===== config.mk =====
export PLATFORM = sky130hd
export DESIGN_NAME = hash_batch_bus_arbiter_flat
export DESIGN_NICKNAME = d
export VERILOG_FILES = /design/src/rtl/hash_batch_bus_arbiter_if.sv /design/src/rtl/hash_batch_bus_arbiter.sv /design/src/flat_wrapper.sv
export SDC_FILE = /design/constraint.sdc
export NUM_CORES = 1
export LEC_CHECK = 0
export ABC_AREA = 1
export BUFFER_PORTS_ARGS = -buffer_cell sky130_fd_sc_hd__buf_4
export CAP_MARGIN = 40
export CORE_AREA = 2 2 218 220
export CTS_CLUSTER_DIAMETER = 50
export CTS_CLUSTER_SIZE = 14
export DETAILED_ROUTE_END_ITERATION = 6
export DIE_AREA = 0 0 220 222
export MAX_ROUTING_LAYER = met4
export PLACE_DENSITY_LB_ADDON = 0.1
export SYNTH_ARGS = -nofsm -noshare
export SYNTH_HDL_FRONTEND = slang
export SYNTH_SLANG_ARGS = --single-unit

===== constraint.sdc =====
create_clock -name clk -period 19.5 [get_ports clk]
set_input_delay 0.975 -clock clk [delete_from_list [all_inputs] [get_ports clk]]
set_output_delay 0.975 -clock clk [all_outputs]
set_load 0.02 [all_outputs]

===== src/rtl/hash_batch_bus_arbiter_if.sv =====
// Hash batch bus arbiter interface.
// Bundles the per-source hash-batch inputs (flattened, source k in slice k),
// the single bus-head output beat and the grant status.
//   master : environment side, which drives source beats and bus-head o_ready
//   slave  : arbiter side, which drives i_ready, the bus-head beat and the grant status
// Payload fields per beat: head_addr, history_valid, history_addr,
// meta_match_len, meta_match_can_ext, delim.
interface hash_batch_bus_arbiter_if #(
    parameter int unsigned NUM_SRC              = 4,
    parameter int unsigned SRC_IDX_W            = $clog2(NUM_SRC),
    parameter int unsigned ADDR_WIDTH           = 16,
    parameter int unsigned HASH_ISSUE_WIDTH     = 4,
    parameter int unsigned META_MATCH_LEN_WIDTH = 5
);
    localparam int unsigned HIST_ADDR_W = HASH_ISSUE_WIDTH * ADDR_WIDTH;
    localparam int unsigned MML_W       = HASH_ISSUE_WIDTH * META_MATCH_LEN_WIDTH;

    // Source side
    logic [NUM_SRC-1:0]                  i_valid;
    logic [NUM_SRC*ADDR_WIDTH-1:0]       i_head_addr;
    logic [NUM_SRC*HASH_ISSUE_WIDTH-1:0] i_history_valid;
    logic [NUM_SRC*HIST_ADDR_W-1:0]      i_history_addr;
    logic [NUM_SRC*MML_W-1:0]            i_meta_match_len;
    logic [NUM_SRC*HASH_ISSUE_WIDTH-1:0] i_meta_match_can_ext;
    logic [NUM_SRC-1:0]                  i_delim;
    logic [NUM_SRC-1:0]                  i_ready;

    // Bus-head side
    logic                                o_valid;
    logic [ADDR_WIDTH-1:0]               o_head_addr;
    logic [HASH_ISSUE_WIDTH-1:0]         o_history_valid;
    logic [HIST_ADDR_W-1:0]              o_history_addr;
    logic [MML_W-1:0]                    o_meta_match_len;
    logic [HASH_ISSUE_WIDTH-1:0]         o_meta_match_can_ext;
    logic                                o_delim;
    logic                                o_ready;

    // Grant status
    logic                                o_locked;
    logic [SRC_IDX_W-1:0]                o_grant_idx;

    modport master (
        output i_valid, i_head_addr, i_history_valid, i_history_addr,
               i_meta_match_len, i_meta_match_can_ext, i_delim, o_ready,
        input  i_ready, o_valid, o_head_addr, o_history_valid, o_history_addr,
               o_meta_match_len, o_meta_match_can_ext, o_delim, o_locked, o_grant_idx
    );

    modport slave (
        input  i_valid, i_head_addr, i_history_valid, i_history_addr,
               i_meta_match_len, i_meta_match_can_ext, i_delim, o_ready,
        output i_ready, o_valid, o_head_addr, o_history_valid, o_history_addr,
               o_meta_match_len, o_meta_match_can_ext, o_delim, o_locked, o_grant_idx
    );
endinterface


===== src/rtl/hash_batch_bus_arbiter.sv =====
// Hash batch bus arbiter.
// Merges NUM_SRC hash-batch streams onto the head of the hash batch bus.
// Round-robin arbitration at packet granularity: a granted source keeps the
// grant until its delim beat is accepted. A 2-entry registered FIFO sits
// between the arbitration mux and the bus head.
// Ports:
//   clk  : clock, rising edge
//   rst  : asynchronous active-high reset
//   bus  : slave modport of hash_batch_bus_arbiter_if (source beats, i_ready,
//          bus-head beat with o_valid/o_ready, o_locked, o_grant_idx)
module hash_batch_bus_arbiter #(
    parameter int unsigned NUM_SRC              = 4,
    parameter int unsigned SRC_IDX_W            = $clog2(NUM_SRC),
    parameter int unsigned ADDR_WIDTH           = 16,
    parameter int unsigned HASH_ISSUE_WIDTH     = 4,
    parameter int unsigned META_MATCH_LEN_WIDTH = 5
) (
    input  logic                   clk,
    input  logic                   rst,
    hash_batch_bus_arbiter_if.slave bus
);
    localparam int unsigned HIST_ADDR_W = HASH_ISSUE_WIDTH * ADDR_WIDTH;
    localparam int unsigned MML_W       = HASH_ISSUE_WIDTH * META_MATCH_LEN_WIDTH;

    typedef struct packed {
        logic [ADDR_WIDTH-1:0]       head_addr;
        logic [HASH_ISSUE_WIDTH-1:0] history_valid;
        logic [HIST_ADDR_W-1:0]      history_addr;
        logic [MML_W-1:0]            meta_match_len;
        logic [HASH_ISSUE_WIDTH-1:0] meta_match_can_ext;
        logic                        delim;
    } beat_t;

    typedef enum logic {
        IDLE   = 1'b0,
        LOCKED = 1'b1
    } state_t;

    state_t               state, state_nxt;
    logic [SRC_IDX_W-1:0] rr_ptr, rr_ptr_nxt;
    logic [SRC_IDX_W-1:0] owner, owner_nxt;

    beat_t                in_beat [NUM_SRC];
    beat_t                fifo_mem [2];
    beat_t                sel_beat;
    beat_t                head;
    logic                 wr_ptr, rd_ptr;
    logic [1:0]           cnt;

    logic                 space, push, pop, found;
    logic [SRC_IDX_W-1:0] winner, sel, sel_inc;
    logic [NUM_SRC-1:0]   ready;
    int unsigned          idx;

    // Re-pack each source's flattened slices into one beat
    for (genvar k = 0; k < NUM_SRC; k++) begin : g_src
        assign in_beat[k] = {
            bus.i_head_addr[k*ADDR_WIDTH +: ADDR_WIDTH],
            bus.i_history_valid[k*HASH_ISSUE_WIDTH +: HASH_ISSUE_WIDTH],
            bus.i_history_addr[k*HIST_ADDR_W +: HIST_ADDR_W],
            bus.i_meta_match_len[k*MML_W +: MML_W],
            bus.i_meta_match_can_ext[k*HASH_ISSUE_WIDTH +: HASH_ISSUE_WIDTH],
            bus.i_delim[k]
        };
    end

    // Space comes from registered cnt only, so i_ready never sees o_ready
    assign space = (cnt != 2'd2);
    assign pop   = (cnt != 2'd0) && bus.o_ready;

    // Round-robin winner: first valid source at or after rr_ptr
    always_comb begin
        found  = 1'b0;
        winner = '0;
        idx    = 0;
        for (int unsigned i = 0; i < NUM_SRC; i++) begin
            idx = 32'(rr_ptr) + i;
            if (idx >= NUM_SRC) begin
                idx = idx - NUM_SRC;
            end
            if (!found && bus.i_valid[SRC_IDX_W'(idx)]) begin
                found  = 1'b1;
                winner = SRC_IDX_W'(idx);
            end
        end
    end

    // Grant mux: owner while locked, otherwise the round-robin winner
    always_comb begin
        sel   = (state == LOCKED) ? owner : winner;
        ready = '0;
        if (!rst && space && ((state == LOCKED) || found)) begin
            ready[sel] = 1'b1;
        end
    end

    assign bus.i_ready = ready;
    assign push        = |(bus.i_valid & ready);
    assign sel_beat    = in_beat[sel];
    assign sel_inc     = (sel == SRC_IDX_W'(NUM_SRC - 1)) ? '0 : sel + 1'b1;

    // FSM state register
    always_ff @(posedge clk or posedge rst) begin
        if (rst) begin
            state  <= IDLE;
            rr_ptr <= '0;
            owner  <= '0;
        end else begin
            state  <= state_nxt;
            rr_ptr <= rr_ptr_nxt;
            owner  <= owner_nxt;
        end
    end

    // FSM next state; owner also serves as the reported grant index
    always_comb begin
        state_nxt  = state;
        rr_ptr_nxt = rr_ptr;
        owner_nxt  = owner;
        case (state)
            IDLE: begin
                if (push) begin
                    owner_nxt = sel;
                    if (sel_beat.delim) begin
                        rr_ptr_nxt = sel_inc;
                    end else begin
                        state_nxt = LOCKED;
                    end
                end
            end
            LOCKED: begin
                if (push && sel_beat.delim) begin
                    state_nxt  = IDLE;
                    rr_ptr_nxt = sel_inc;
                end
            end
            default: state_nxt = IDLE;
        endcase
    end

    // 2-entry output FIFO; entries cleared on reset so the bus head reads zero
    always_ff @(posedge clk or posedge rst) begin
        if (rst) begin
            cnt         <= 2'd0;
            wr_ptr      <= 1'b0;
            rd_ptr      <= 1'b0;
            fifo_mem[0] <= '0;
            fifo_mem[1] <= '0;
        end else begin
            if (push) begin
                fifo_mem[wr_ptr] <= sel_beat;
                wr_ptr           <= ~wr_ptr;
            end
            if (pop) begin
                rd_ptr <= ~rd_ptr;
            end
            case ({push, pop})
                2'b10:   cnt <= cnt + 2'd1;
                2'b01:   cnt <= cnt - 2'd1;
                default: cnt <= cnt;
            endcase
        end
    end

    assign head = fifo_mem[rd_ptr];

    assign bus.o_valid              = (cnt != 2'd0);
    assign bus.o_head_addr          = head.head_addr;
    assign bus.o_history_valid      = head.history_valid;
    assign bus.o_history_addr       = head.history_addr;
    assign bus.o_meta_match_len     = head.meta_match_len;
    assign bus.o_meta_match_can_ext = head.meta_match_can_ext;
    assign bus.o_delim              = head.delim;
    assign bus.o_locked             = (state == LOCKED);
    assign bus.o_grant_idx          = owner;

endmodule


===== src/flat_wrapper.sv =====
// flat-port wrapper written by rule: the top's interface ports become plain ports
module hash_batch_bus_arbiter_flat 
#(
    parameter int unsigned NUM_SRC              = 4,
    parameter int unsigned SRC_IDX_W            = $clog2(NUM_SRC),
    parameter int unsigned ADDR_WIDTH           = 16,
    parameter int unsigned HASH_ISSUE_WIDTH     = 4,
    parameter int unsigned META_MATCH_LEN_WIDTH = 5
)
  (clk, rst, bus_i_valid, bus_i_head_addr, bus_i_history_valid, bus_i_history_addr, bus_i_meta_match_len, bus_i_meta_match_can_ext, bus_i_delim, bus_o_ready, bus_i_ready, bus_o_valid, bus_o_head_addr, bus_o_history_valid, bus_o_history_addr, bus_o_meta_match_len, bus_o_meta_match_can_ext, bus_o_delim, bus_o_locked, bus_o_grant_idx);
  hash_batch_bus_arbiter_if #(.NUM_SRC(NUM_SRC), .SRC_IDX_W(SRC_IDX_W), .ADDR_WIDTH(ADDR_WIDTH), .HASH_ISSUE_WIDTH(HASH_ISSUE_WIDTH), .META_MATCH_LEN_WIDTH(META_MATCH_LEN_WIDTH)) bus_i ();
  input  logic clk;
  input  logic rst;
  input wire logic [$bits(bus_i.i_valid)-1:0] bus_i_valid;
  input wire logic [$bits(bus_i.i_head_addr)-1:0] bus_i_head_addr;
  input wire logic [$bits(bus_i.i_history_valid)-1:0] bus_i_history_valid;
  input wire logic [$bits(bus_i.i_history_addr)-1:0] bus_i_history_addr;
  input wire logic [$bits(bus_i.i_meta_match_len)-1:0] bus_i_meta_match_len;
  input wire logic [$bits(bus_i.i_meta_match_can_ext)-1:0] bus_i_meta_match_can_ext;
  input wire logic [$bits(bus_i.i_delim)-1:0] bus_i_delim;
  input wire logic [$bits(bus_i.o_ready)-1:0] bus_o_ready;
  output wire logic [$bits(bus_i.i_ready)-1:0] bus_i_ready;
  output wire logic [$bits(bus_i.o_valid)-1:0] bus_o_valid;
  output wire logic [$bits(bus_i.o_head_addr)-1:0] bus_o_head_addr;
  output wire logic [$bits(bus_i.o_history_valid)-1:0] bus_o_history_valid;
  output wire logic [$bits(bus_i.o_history_addr)-1:0] bus_o_history_addr;
  output wire logic [$bits(bus_i.o_meta_match_len)-1:0] bus_o_meta_match_len;
  output wire logic [$bits(bus_i.o_meta_match_can_ext)-1:0] bus_o_meta_match_can_ext;
  output wire logic [$bits(bus_i.o_delim)-1:0] bus_o_delim;
  output wire logic [$bits(bus_i.o_locked)-1:0] bus_o_locked;
  output wire logic [$bits(bus_i.o_grant_idx)-1:0] bus_o_grant_idx;
  assign bus_i.i_valid = bus_i_valid;
  assign bus_i.i_head_addr = bus_i_head_addr;
  assign bus_i.i_history_valid = bus_i_history_valid;
  assign bus_i.i_history_addr = bus_i_history_addr;
  assign bus_i.i_meta_match_len = bus_i_meta_match_len;
  assign bus_i.i_meta_match_can_ext = bus_i_meta_match_can_ext;
  assign bus_i.i_delim = bus_i_delim;
  assign bus_i.o_ready = bus_o_ready;
  assign bus_i_ready = bus_i.i_ready;
  assign bus_o_valid = bus_i.o_valid;
  assign bus_o_head_addr = bus_i.o_head_addr;
  assign bus_o_history_valid = bus_i.o_history_valid;
  assign bus_o_history_addr = bus_i.o_history_addr;
  assign bus_o_meta_match_len = bus_i.o_meta_match_len;
  assign bus_o_meta_match_can_ext = bus_i.o_meta_match_can_ext;
  assign bus_o_delim = bus_i.o_delim;
  assign bus_o_locked = bus_i.o_locked;
  assign bus_o_grant_idx = bus_i.o_grant_idx;
  hash_batch_bus_arbiter #(.NUM_SRC(NUM_SRC), .SRC_IDX_W(SRC_IDX_W), .ADDR_WIDTH(ADDR_WIDTH), .HASH_ISSUE_WIDTH(HASH_ISSUE_WIDTH), .META_MATCH_LEN_WIDTH(META_MATCH_LEN_WIDTH)) u_core (.clk(clk), .rst(rst), .bus(bus_i));
endmodule

[Yosys cells after proc, flatten, opt, wreduce, memory -nomap -nowiden]
Index checks and enable logic that the tools add are counted.
Storage, ports and cells
  word-level logic and storage cells: 118
  output and inout port bits: 117
  memory bits (writable): 0
  memories: 0
  register bits: 227
  latch bits: 0
  input port bits: 443
  ROM bits: 0
Operators by class
  $add $sub $neg: 10
  $mul: 0
  shift operators: 0
  bitwise logic cells: 7
  order comparisons: 14
  div/mod/pow operators: 0
  reduce and logical (&&, ||, !) cells: 19
  mux-type cells: 43
  equal/unequal tests: 7
Operators by type and width (number)
  $mux 109: 6
  $bmux 109 s2: 1
  $bwmux 218: 1
  $demux 109 s1: 1
  $mux 2: 13
  $lt 2x3->1 const B: 5
  $ge 3x3->1 const B: 4
  $mux 1: 12
  $sub 2x1->2 const B: 5
  $logic_and 1x1->1: 9
  $bmux 1 s2: 4
  $pmux 2 s2: 2
  $add 2x2->3 const B: 2
  $add 2x1->2 const B: 2
  $and 4x4->4: 1
  $eq 2x2->1 const B: 2
  $ge 2x2->1 const B: 2
  $logic_not 1->1: 4
  $mux 4: 1
  $ne 2x1->1 const B: 2
  $ne 2x2->1 const B: 2
  $not 1->2: 2
  $reduce_bool 2->1: 2
  $reduce_or 4->1: 1
  12 further kinds: 14

[Depth between registers and ports, before layout]
Gate-level depths: netlist of run 1.
  depth after elaboration: 25
  mapped depth: 26
  depth with buffers taken out: 22

[Least setup slack after synthesis of run 1]
No wires, ideal clock.
  path type: input -> register
  start point: in bus_i_valid[0]
  end point: reg u_core.cnt[1]
  data required time: 19.369 ns
  arrival: 3.407 ns
  buffers on the path: 4
  cell stages on the path: 25
  path slack: 15.962 ns
  setup time: 0.131 ns
  path through: inv_1 -> nand2_1 -> nand2_1 -> nand2_1 -> nand2_2 -> nand2_1 -> nand2_1 -> nand2_1 -> nand2_1 -> nand2_1 -> nand2_2 -> buf_2 -> buf_2 -> ha_1 -> inv_1 -> nor3_1 -> nor2_1 -> nand2_2 -> buf_6 -> buf_6 -> inv_1 -> ha_1 -> a21oi_1 -> o21ai_0 -> xor2_1
Between the ends
  longest elaborated chain between the ends: 22
  elaborated cells on any way between the ends: 37
  those cells by class: order compare (2); eq/ne (2); mux (21); bitwise (1); reduce/logical (11)
RTL lines
  start: declaration: RTL line flat_wrapper.sv:14  | input wire logic [$bits(bus_i.i_valid)-1:0] bus_i_valid;
  $bmux 1 s2: RTL line hash_batch_bus_arbiter.sv:81  | if (!found && bus.i_valid[SRC_IDX_W'(idx)]) begin
  $mux 1 (not written as such): RTL line hash_batch_bus_arbiter.sv:81
  $mux 1: RTL line hash_batch_bus_arbiter.sv:81
  $logic_not 1->1: RTL line hash_batch_bus_arbiter.sv:81
  $logic_and 1x1->1: RTL line hash_batch_bus_arbiter.sv:81
  $mux 1: RTL line hash_batch_bus_arbiter.sv:81
  $logic_not 1->1: RTL line hash_batch_bus_arbiter.sv:81
  $logic_and 1x1->1: RTL line hash_batch_bus_arbiter.sv:81
  (+6 left out)
  $logic_and 1x1->1 (not written as such): RTL line hash_batch_bus_arbiter.sv:93  | ready[sel] = 1'b1;
  $mux 1 (not written as such): RTL line hash_batch_bus_arbiter.sv:93
  $demux 1 s2
  $mux 4: RTL line hash_batch_bus_arbiter.sv:92  | if (!rst && space && ((state == LOCKED) || found)) begin
  $and 4x4->4 (*): RTL line hash_batch_bus_arbiter.sv:98  | assign push = |(bus.i_valid & ready);
  $reduce_or 4->1 (*): RTL line hash_batch_bus_arbiter.sv:98
  $eq 2x1->1 or $eq 2x2->1 (tied branches): RTL line hash_batch_bus_arbiter.sv:157  | case ({push, pop})
  $pmux 2 s2 or $reduce_bool 2->1 (tied branches)
  end signal: assignment: RTL line hash_batch_bus_arbiter.sv:158  | 2'b10: cnt <= cnt + 2'd1;
  end signal: assignment: RTL line hash_batch_bus_arbiter.sv:159  | 2'b01: cnt <= cnt - 2'd1;
  end signal: assignment: RTL line hash_batch_bus_arbiter.sv:160  | default: cnt <= cnt;
  end: declaration: RTL line hash_batch_bus_arbiter.sv:48  | logic [1:0] cnt;
Mark *: on every way between the ends. The rest lies on a longest branch, timed or not. The select of a mux whose other input is x is not followed.
A chain may end at the register's enable or synchronous reset.

[Worst setup path after layout of run 1]
  start point: reg u_core.rr_ptr[0]
  end point: reg u_core.fifo_mem[129] in the netlist's numbering
Between the ends
  longest elaborated chain between the ends: 22
  elaborated cells on any way between the ends: 53
  those cells by class: add/sub (7); order compare (6); mux (28); bitwise (2); reduce/logical (10)
RTL lines
  start: declaration: RTL line hash_batch_bus_arbiter.sv:40  | logic [SRC_IDX_W-1:0] rr_ptr, rr_ptr_nxt;
  start signal: assignment: RTL line hash_batch_bus_arbiter.sv:110  | rr_ptr <= rr_ptr_nxt;
  branches (longest 22 deep; another with $add 2x1->3)
  end signal: indexed assignment: RTL line hash_batch_bus_arbiter.sv:151  | fifo_mem[wr_ptr] <= sel_beat;
  end: declaration: RTL line hash_batch_bus_arbiter.sv:44  | beat_t fifo_mem [2];
Parallel ways; which one is timed is not known. The select of a mux whose other input is x is not followed.

==> results of run 1 <==
-- worst min path at each step --
stage | startpoint | to | depth (start not counted)
floorplan | u_core.fifo_mem[107] | u_core.fifo_mem[107] | 2
global placement | u_core.fifo_mem[35] | u_core.fifo_mem[35] | 2
detailed placement | u_core.fifo_mem[2] | u_core.fifo_mem[2] | 2
CTS | rst | u_core.cnt[1] | 2
global route | rst | u_core.cnt[1] | 2
finish | rst | u_core.cnt[1] | 2
-- critical path, stage by stage (launching register included) --
cell and delay [ns]:
dfrtp_1 0.57, inv_2 0.18, nand2_1 0.09, nand2_1 0.09, nor2_1 0.20, nand4_1 0.15
nand3_1 0.11, nand2_1 0.08, nand2_4 0.44, buf_4 0.68, nand3_1 0.21, nor2_1 0.14
nor2_1 0.10, nand2_8 0.35, buf_16 0.33, buf_4 0.73, nand2_4 0.58, buf_4 0.57
nand2_1 0.15, nand2_1 0.07
-- cell families (layout without fill, tap and decap cells) --
group           count (synthesis)  in the layout
buf+inv                       194            665
flops                         227            227
simple gates                 1624           1624
other cells                     0              1
fa+ha+maj                       2              2
compound gates                224            224
xor+xnor                        3              3
-- layer usage --
metal,global-route usage,wire (µm),share of wire
met1,0.297,24500,0.42
met2,0.387,27800,0.48
met3,0.0469,3700,0.064
met4,0.0753,1710,0.030
met5,-,0,0
-- state kept, by name, summed over array words and instances, names as in the netlist, named ones only --
name	flops
u_core.rd_ptr	1
u_core.bus.o_grant_idx	2
u_core.wr_ptr	1
u_core.rr_ptr	2
u_core.fifo_mem	218
u_core.cnt	2
-- report_power, final --
group	leakage [µW]	switching, µW	internal [µW]	total (µW)
registers	0.00292	130	666	796
clock network	0.000559	239	374	613
logic	0.00759	1670	701	2370
total	0.0111	2040	1740	3780
-- cell usage after synthesis --
library cell,number,area share
nor2_1,114,0.030
ha_1,2,0.0018
o21ai_1,21,0.0074
o21ai_0,198,0.069
nor2_2,1,0.00044
buf_1,11,0.0029
buf_4,10,0.0053
or2_2,2,0.00088
nand2_2,7,0.0031
nor3_1,4,0.0014
nand4_1,6,0.0026
a21boi_1,1,0.00053
a21oi_1,3,0.0011
inv_1,18,0.0047
nand3_1,218,0.076
o211ai_1,1,0.00053
nand2_1,1262,0.33
xor2_1,2,0.0012
buf_8,2,0.0021
buf_2,58,0.020
xnor2_1,1,0.00061
clkbuf_1,79,0.021
inv_2,5,0.0013
nand3_2,10,0.0070
buf_6,11,0.0087
dfrtp_1,227,0.40
-- metrics by stage --
| stage | utilization | cells |
|---|---|---|
| after floorplan | - | 2274 |
| after global placement | 0.401 | 3281 |
| after detailed placement | 0.406 | 3289 |
| after CTS | 0.431 | 3352 |
| after global routing | 0.431 | 3353 |
| final | 0.431 | 3353 |
-- final cells by class --
class / instances / area, µm²
diodes: 1 / 2.50
inverters: 23 / 98.8
repair buffers: 579 / 4500
clock buffers: 44 / 1010
clock inverters: 19 / 140
well taps: 607 / 759
flip-flops and latches: 227 / 5690
multi-input cells: 1853 / 7720
fillers: 4903 / 26300
==> reports/results.ini, run 1 <==
[outcome]
status=finished, final reports clean

[routing]
drt_iter0_markers=1009
wl_mm=57.6
ant_nets=0
num_vias=16200
drcViolationCount=0
first_pass_iters=5
avgRoutedWirePerCell_um=17.2
viasPerCell=4.84

[finish]
drive_above_1_share=0.244
final_common_cell=nand2_1
fin_nets=3166
fin_area_um2=19900
final_cell_mix=nand2_1, buf_4, dfrtp_1
area_growth_pct=39.5

[global_routing]
grt-ovfl-total=0
grtUsageTotal=0.238
grt_max_degree=142
grt_pass1_vias=15800
grt_first_pass_wirelength_mm=88.9
grt_antenna_before_repair=1

[worst_setup_path]
r2r_cells=19
cp.arrival_ns=6.66
critPathRequiredTime_ns=19.89
crit_type=flip-flop to flip-flop
ff2ff_setup_slack_ns=13.24
path_max_fanout=86
r2r_end=u_core.fifo_mem[129]
r2r-start=u_core.rr_ptr[0]
crit_start=u_core.rr_ptr[0]
cp-start-kind=flip-flop
crit_path_end=u_core.fifo_mem[129]
worst_setup_path_end_kind=flip-flop

[timing]
setup_tns_ns=0
setup_viol=0
setup_slack_ns=13.24
fin_crit_sh=0.321
finalHoldViolations=0
clock_skew_ns=0.0181
hold_ws_ns=0.464
slew_headroom=0.403
fmax_mhz=160
min_period_ns=6.26
maxSlewViolCount=0
worst_pin_slew_ns=0.896
rsz0062_at_grt=false

[floorplan]
initial_utilization=0.309
die_height_um=222
fp-row-count=79
dieArea_um2=48800
fp.dieW_um=220
ios=560
core-area_um2=46300

[synth]
ys_types=26
synth-seq-cells=227
syn_avg_cell_area_um2=6.28
synthAdderAreaFrac=0.00175
syn_nets=2719
synthSimpleGateAreaFrac=0.454
syn_area_um2=14300
synth_xor_area_frac=0.00184
synth_top_family_by_area=simple AND/OR/NAND/NOR gates
synth_compound_area_frac=0.0789
yosys_warnings=0
synth.area.mux_share=0
ys_seq_area_frac=0.398
syn_inst=2274

[cts]
post_cts_buffers=0
ctsHtreeMaxLevel=2
cts_root_buf=clkbuf_16
clk_pin_slew_worst_paths_ns=0.05
cts-buffers-inserted=37
cts_hold_buf=0
cts_resized=0
cts_tree=done
cts.path.max_buffers=3
numClockSinks=227
insertion_delay_ns=0.51

[power_and_ir_drop]
powerDensity_nw_per_um2=190
vdd_drop_max_uv=186
leakagePower_uw=0.0111
power.total_uw=3780

[placed_design]
place_ws_ns=12.84
hpwlAfterDp_mm=39.4
numPortBuffers=559
gp_congestion=0.882
placed_area_um2=18800

[min_path]
worst_hold_path_type=primary input to asynchronous set/reset pin

[flow_run]
maxCapViolations=0

No activity file was read; power rests on OpenSTA's default activity.
==> inputs of run 2 (changes only) <==
--- a/config.mk
+++ b/config.mk
@@ -5,14 +5,14 @@
 export SDC_FILE = /design/constraint.sdc
 export NUM_CORES = 1
 export LEC_CHECK = 0
-export ABC_AREA = 1
+export ABC_AREA = 0
 export BUFFER_PORTS_ARGS = -buffer_cell sky130_fd_sc_hd__buf_4
 export CAP_MARGIN = 40
-export CORE_AREA = 2 2 218 220
+export CORE_AREA = 2 2 217 219
 export CTS_CLUSTER_DIAMETER = 50
 export CTS_CLUSTER_SIZE = 14
 export DETAILED_ROUTE_END_ITERATION = 6
-export DIE_AREA = 0 0 220 222
+export DIE_AREA = 0 0 219 221
 export MAX_ROUTING_LAYER = met4
 export PLACE_DENSITY_LB_ADDON = 0.1
 export SYNTH_ARGS = -nofsm -noshare
==> constraint.sdc (replaced) <==
create_clock -name clk -period 6.3 [get_ports clk]
set_input_delay 0.315 -clock clk [delete_from_list [all_inputs] [get_ports clk]]
set_output_delay 0.315 -clock clk [all_outputs]
set_load 0.02 [all_outputs]
==> reports/results.ini, run 2 <==
[outcome]
status=finished, final reports clean

[finish]
final_common_cell=buf_4
fin_util=0.418  ; -0.0125
fill_cells=4373  ; -11%
area_growth_pct=44.6
multi_input_area_um2=7030  ; -8.9%
largest_register_ffs=218  ; unchanged
final_cell_mix=buf_4, mux2_2, dfrtp_1
fin_nets=1800  ; -43%
drive_above_1_share=0.789  ; +0.545
regMostFlops=u_core.fifo_mem
fin_area_um2=19300  ; -3.3%
final-seq-area_um2=5680  ; about the same
finalNonFillerCells=1989  ; -41%

[worst_setup_path]
cp.arrival_ns=4.40  ; -2.26 ns
crit_buf_inv=3  ; -2
r2r_cells=12  ; -7
ff2ff_setup_slack_ns=2.30  ; -10.93 ns
crit_type=flip-flop to flip-flop
cpLargestDelayFamily=multiplexers
cpPeakStageDelay_ns=0.67  ; -0.06 ns
critPathRequiredTime_ns=6.70  ; -13.19 ns
path_max_fanout=51  ; -41%
crit_chain=a21oi_1 -> o21ai_0 -> a2bb2oi_1 -> mux2_4 -> ha_1 -> a22o_1 -> o21a_4 -> inv_4 -> nor2_8 -> buf_4 -> buf_12 -> mux2_4
cp-start-kind=flip-flop
r2r_end=u_core.fifo_mem[178]
crit_top_cell=mux2_4
r2r-start=u_core.rr_ptr[1]
slowest_stage=mux2_4
worst_setup_path_end_kind=flip-flop

[timing]
worst_pin_slew_ns=0.757  ; -0.139 ns
min_period_ns=4.00  ; -2.27 ns
finalHoldViolations=0  ; unchanged
rsz0062_at_grt=false
fmax_mhz=250  ; +57%
setup_viol=0  ; unchanged
setup_tns_ns=0  ; unchanged
hold_ws_ns=0.128  ; -0.336 ns
slew_headroom=0.495  ; +0.0925
fin_crit_sh=0.634  ; +0.313
maxSlewViolCount=0  ; unchanged
clock_skew_ns=0.00830  ; -0.00984 ns

[synth]
syn_inst=803  ; -65%
synth-seq-cells=227  ; unchanged
syn_area_um2=13300  ; -6.7%
synth.top_cell.area_share=0.426  ; +0.0285
synth_ff_type=dfrtp_1
syn_avg_cell_area_um2=16.6  ; +160%
yosysMostFrequentCell=mux2_2
ys_seq_area_frac=0.426  ; +0.0285
synth_edf_count=0  ; unchanged
async_flop_share=1.00  ; unchanged
ys_types=44  ; +69%
yosys-top-cells-area=dfrtp_1, mux2_2, mux4_2
yosys_warnings=0  ; unchanged
syn_nets=1248  ; -54%
yosysTopAreaCell=dfrtp_1
synth.top_cells.by_count=mux2_2, dfrtp_1, mux4_2

[power_and_ir_drop]
cellInternalPower_uw=6970  ; +300%
vdd_drop_max_uv=263  ; +42%
pwr-share-comb=0.571  ; -0.056
powerDensity_nw_per_um2=571  ; +200%
power_frac_seq=0.244  ; +0.033
leakagePower_uw=0.00877  ; -21%
p_clk_frac=0.185  ; +0.023
switching_power_uw=4020  ; +97%
netSwitchingFraction=0.366  ; -0.174

[cts]
ctsHtreeMaxLevel=2  ; unchanged
cts_tree=done
cts_root_buf=clkbuf_16
clk_pin_slew_worst_paths_ns=0.06  ; about the same
post_cts_buffers=0  ; unchanged
cts-buffers-inserted=34  ; -8.1%
cts.path.max_buffers=3  ; unchanged
insertion_delay_ns=0.53  ; +0.02 ns
numClockSinks=227  ; unchanged

[min_path]
min_to=u_core.rd_ptr
hold_start=bus_o_ready
worstHoldPathCells=3
worst_hold_path_type=primary input to flip-flop

[routing]
wl_mm=40.5  ; -30%
num_vias=9331  ; -43%
avgRoutedWirePerCell_um=20.3  ; +18%
drcViolationCount=0  ; unchanged
ant_nets=0  ; unchanged
viasPerCell=4.69  ; -3.2%
first_pass_iters=4  ; -1
drt_iter0_markers=375  ; -63%

[placed_design]
numPortBuffers=559  ; unchanged
placed_area_um2=18000  ; -3.9%
placed_cells=1925  ; -41%
gp_congestion=0.809  ; -8.3%
hpwlAfterDp_mm=30.3  ; -23%

[global_routing]
met1_usage=0.205  ; -0.0913
grt_antenna_before_repair=1  ; unchanged
grt_first_pass_wirelength_mm=61.6  ; -31%
grt-ovfl-total=0  ; unchanged
grt-busiest-layer=met2
grt_max_degree=60  ; -58%
grt_pass1_vias=10300  ; -35%
grtUsageTotal=0.171  ; -0.0675
met3_usage=0.0419  ; -0.00499
met2_usage=0.281  ; -0.106

[floorplan]
fp.dieW_um=219  ; -0.45%
die_height_um=221  ; -0.45%
initial_utilization=0.289  ; -0.0194
dieArea_um2=48400  ; -0.90%
fp-row-count=79  ; unchanged
core-area_um2=46100  ; -0.43%
ios=560  ; unchanged

[flow_run]
maxCapViolations=0  ; unchanged

## run 2: cell count changes after synthesis, moves of 21 or more
cell      change
clkbuf_1     -64
nand3_1     -218
nor2_1      -108
mux4_2      +108
nand2_1    -1257
mux2_4       +99
mux2_2      +232
o21ai_1      -21
buf_2        -36
o21ai_0     -195
## run 2: routing by layer
| layer | routed length, µm | share of wire |
|---|---|---|
| met1 | 16400 | 0.40 |
| met2 | 20200 | 0.50 |
| met3 | 2760 | 0.068 |
| met4 | 1130 | 0.028 |
| met5 | 0 | 0 |
## run 2: cells by family (layout without fill, tap and decap cells)
logic type	Yosys count	in the layout	share of synthesized area
muxes	447	447	0.497
DFF	227	227	0.426
buffers and inverters	73	651	0.0463
and+or+nand+nor	28	28	0.0139
AOI/OAI and AO/OA	21	21	0.0112
xor gates and xnor gates	5	5	0.00329
adders and majority gates	2	2	0.00188
other	0	1	0
## run 2: worst max-delay path by stage
| stage | slack [ns] | startpoint | cells past startpoint | endpoint |
|---|---|---|---|---|
| 2_1_floorplan | 3.02 | rst | 1 | asynchronous set/reset pin |
| 3_3_place_gp | 2.25 | u_core.rr_ptr[1] | 11 | u_core.fifo_mem[172] |
| 3_5_place_dp | 2.25 | u_core.rr_ptr[1] | 12 | u_core.fifo_mem[178] |
| 4_1_cts | 2.24 | u_core.rr_ptr[1] | 12 | u_core.fifo_mem[174] |
| 5_1_grt | 2.03 | u_core.rr_ptr[1] | 12 | u_core.fifo_mem[180] |
| 6_report | 2.30 | u_core.rr_ptr[1] | 12 | u_core.fifo_mem[178] |
## run 2: final cells by class
| cell class | instances | share of cell area |
|---|---|---|
| diodes | 1 | 0.000130 |
| repair buffers | 581 | 0.235 |
| inverters | 8 | 0.00188 |
| flip-flops and latches | 227 | 0.295 |
| multi-input cells | 503 | 0.365 |
| clock inverters | 18 | 0.0125 |
| well taps | 607 | 0.0394 |
| clock buffers | 44 | 0.0510 |
## run 2: power by group through the flow
stage          combinational (µW)  sequential, µW  clock, µW
2_1_floorplan                4670            2510          0
3_3_place_gp                 6280            2690          0
3_5_place_dp                 6410            2700          0
4_1_cts                      6430            2690       2100
5_1_grt                      6720            2790       2170
6_report                     6280            2690       2030
## run 2: stage by stage
| stage | setup WS (ns) | power [µW] |
|---|---|---|
| 2_1_floorplan | 3.02 | 7180 |
| 3_3_place_gp | 2.25 | 8970 |
| 3_5_place_dp | 2.25 | 9100 |
| 4_1_cts | 2.24 | 11200 |
| 5_1_grt | 2.03 | 11700 |
| 6_report | 2.30 | 11000 |
## run 2: what timing repair did
item                                   CTS  global route
hold buffers                             1             0
gates resized for setup                  0             0
endpoints found under the hold margin   10             0
## run 2: worst min-delay path, stage by stage
cell and delay (ns):
buf_4 0.07, and2_1 0.15, xor2_1 0.08
==> inputs of run 3 (changes only) <==
==> constraint.sdc (replaced) <==
create_clock -name clk -period 3.7 [get_ports clk]
set_input_delay 0.185 -clock clk [delete_from_list [all_inputs] [get_ports clk]]
set_output_delay 0.185 -clock clk [all_outputs]
set_load 0.02 [all_outputs]
==> reports/results.ini, run 3 (same netlist as run 2, synthesis figures left out) <==
[outcome]
status=finished, final reports clean

[floorplan]
initial_utilization=0.289  ; unchanged
core-area_um2=46100  ; unchanged
fp-row-count=79  ; unchanged
ios=560  ; unchanged
fp.dieW_um=219  ; unchanged
die_height_um=221  ; unchanged
dieArea_um2=48400  ; unchanged

[timing]
fin_crit_sh=0.917  ; +0.283
fmax_mhz=295  ; +18%
rsz0062_at_grt=false
finalHoldViolations=0  ; unchanged
maxSlewViolCount=0  ; unchanged
setup_tns_ns=0  ; unchanged
min_period_ns=3.39  ; -0.603 ns
worst_pin_slew_ns=0.825  ; +0.0683 ns
clock_skew_ns=0.0101  ; +0.00185 ns
slew_headroom=0.450  ; -0.0455
setup_viol=0  ; unchanged

[worst_setup_path]
cp.arrival_ns=3.82  ; -0.58 ns
slowest_stage=mux4_2
critPathRequiredTime_ns=4.12  ; -2.58 ns
cp-start-kind=flip-flop
crit_chain=nand2b_1 -> a21oi_1 -> nor3_4 -> mux2i_4 -> buf_16 -> buf_4 -> mux4_2 -> mux2_2
cpPeakStageDelay_ns=0.59  ; -0.08 ns
path_max_fanout=93  ; +82%
crit_buf_inv=2  ; -1
cpLargestDelayFamily=multiplexers
crit_type=flip-flop to flip-flop
worst_setup_path_end_kind=flip-flop

[cts]
cts-buffers-inserted=37  ; +8.8%
cts_tree=done
cts_root_buf=clkbuf_16
insertion_delay_ns=0.54  ; about the same
ctsHtreeMaxLevel=2  ; unchanged
numClockSinks=227  ; unchanged
clk_pin_slew_worst_paths_ns=0.06  ; about the same
cts.path.max_buffers=3  ; unchanged

[finish]
largest_register_ffs=218  ; unchanged
regMostFlops=u_core.fifo_mem
final_common_cell=buf_4
fin_nets=1796  ; -0.22%
area_growth_pct=45.2
diodes=0  ; -1
fin_util=0.420  ; +0.00177
final_cell_mix=buf_4, mux2_2, dfrtp_1
drive_above_1_share=0.790  ; +0.00114

[global_routing]
grt_max_degree=140  ; +130%
grt_first_pass_wirelength_mm=61.6  ; -0.12%
grt_pass1_vias=10500  ; +2.1%
grt-ovfl-total=0  ; unchanged
grt_antenna_before_repair=0  ; -1
grtUsageTotal=0.170  ; -0.00121

[placed_design]
gp_congestion=0.766  ; -5.3%
hpwlAfterDp_mm=29.3  ; -3.4%
numPortBuffers=559  ; unchanged

[flow_run]
maxCapViolations=0  ; unchanged

[routing]
drcViolationCount=0  ; unchanged
wl_mm=40.1  ; -0.83%
drt_iter0_markers=345  ; -8.0%
avgRoutedWirePerCell_um=20.2  ; -0.68%
first_pass_iters=4  ; unchanged
ant_nets=0  ; unchanged
viasPerCell=4.69  ; about the same
num_vias=9311  ; -0.21%

[power_and_ir_drop]
power.total_uw=19100  ; +74%
leakagePower_uw=0.00878  ; +0.18%
vdd_drop_max_uv=555  ; +110%
powerDensity_nw_per_um2=986  ; +73%

[min_path]
worst_hold_path_type=primary input to flip-flop

==> run 3: changes by cell type in the layout (fill, tap and decap cells not counted), moves of 3 or more <==
cell,change
inv_6,+4
clkinv_4,-4
buf_16,-4
clkinv_2,-3
clkinvlp_4,+3
bufinv_16,+4
buf_4,-6
buf_12,+3
==> run 3: timing repair <==
action | CTS | global route
hold buffers | 1 | 0
endpoints found under the hold margin | 201 | 0
gates resized for setup | 0 | 1
endpoints found under the setup margin | 0 | 2
setup buffers | 0 | 0
==> run 3: where the power goes <==
group	total [µW]	switching, µW	internal (µW)
combinational	10600	4780	5790
clock	3920	1340	2580
sequential	4590	795	3790
total	19100	6910	12200
==> run 3: layout make-up <==
class                   instances  area, µm²
fillers                      4411      26700
multi-input cells             503       7030
inverters                       8       36.3
clock buffers                  42        986
clock inverters                25        417
repair buffers                574       4430
well taps                     607        759
flip-flops and latches        227       5680
==> run 3: worst register-to-register path, delay by kind of cell, from the launching register on <==
kind	cells	cell delay, ns
mux	3	1.10
buf+inv	2	1.10
flops	1	0.50
simple gates	2	0.33
compound gates	1	0.25
==> run 3: metrics by stage <==
step           instances  hold slack [ns]  area [µm²]  setup slack (ns)
2_1_floorplan        803            0.428       13300             0.549
3_3_place_gp        1917            0.430       17900             0.139
3_5_place_dp        1918            0.433       17900             0.281
4_1_cts             1986           0.0103       19300             0.271
5_1_grt             1986           0.0353       19300            0.0287
6_report            1986           0.0436       19300             0.307
==> run 3: layer usage <==
layer,global-route usage,share of wire
met5,-,0
met1,0.201,0.40
met4,0.0582,0.029
met3,0.0337,0.062
met2,0.286,0.51
==> run 3: worst paths after layout <==
path,slack [ns],endpoint,cells past startpoint,from
worst max-delay path,0.31,u_core.fifo_mem[58],8,u_core.rr_ptr[1]
worst min-delay path,0.04,u_core.rd_ptr,3,bus_o_ready
worst max register to register,0.31,u_core.fifo_mem[58],8,u_core.rr_ptr[1]
worst min register to register,0.50,u_core.fifo_mem[4],1,u_core.fifo_mem[4]
max in group asynchronous,2.58,u_core.fifo_mem[176],4,rst
min in group asynchronous,0.42,u_core.fifo_mem[88],4,rst
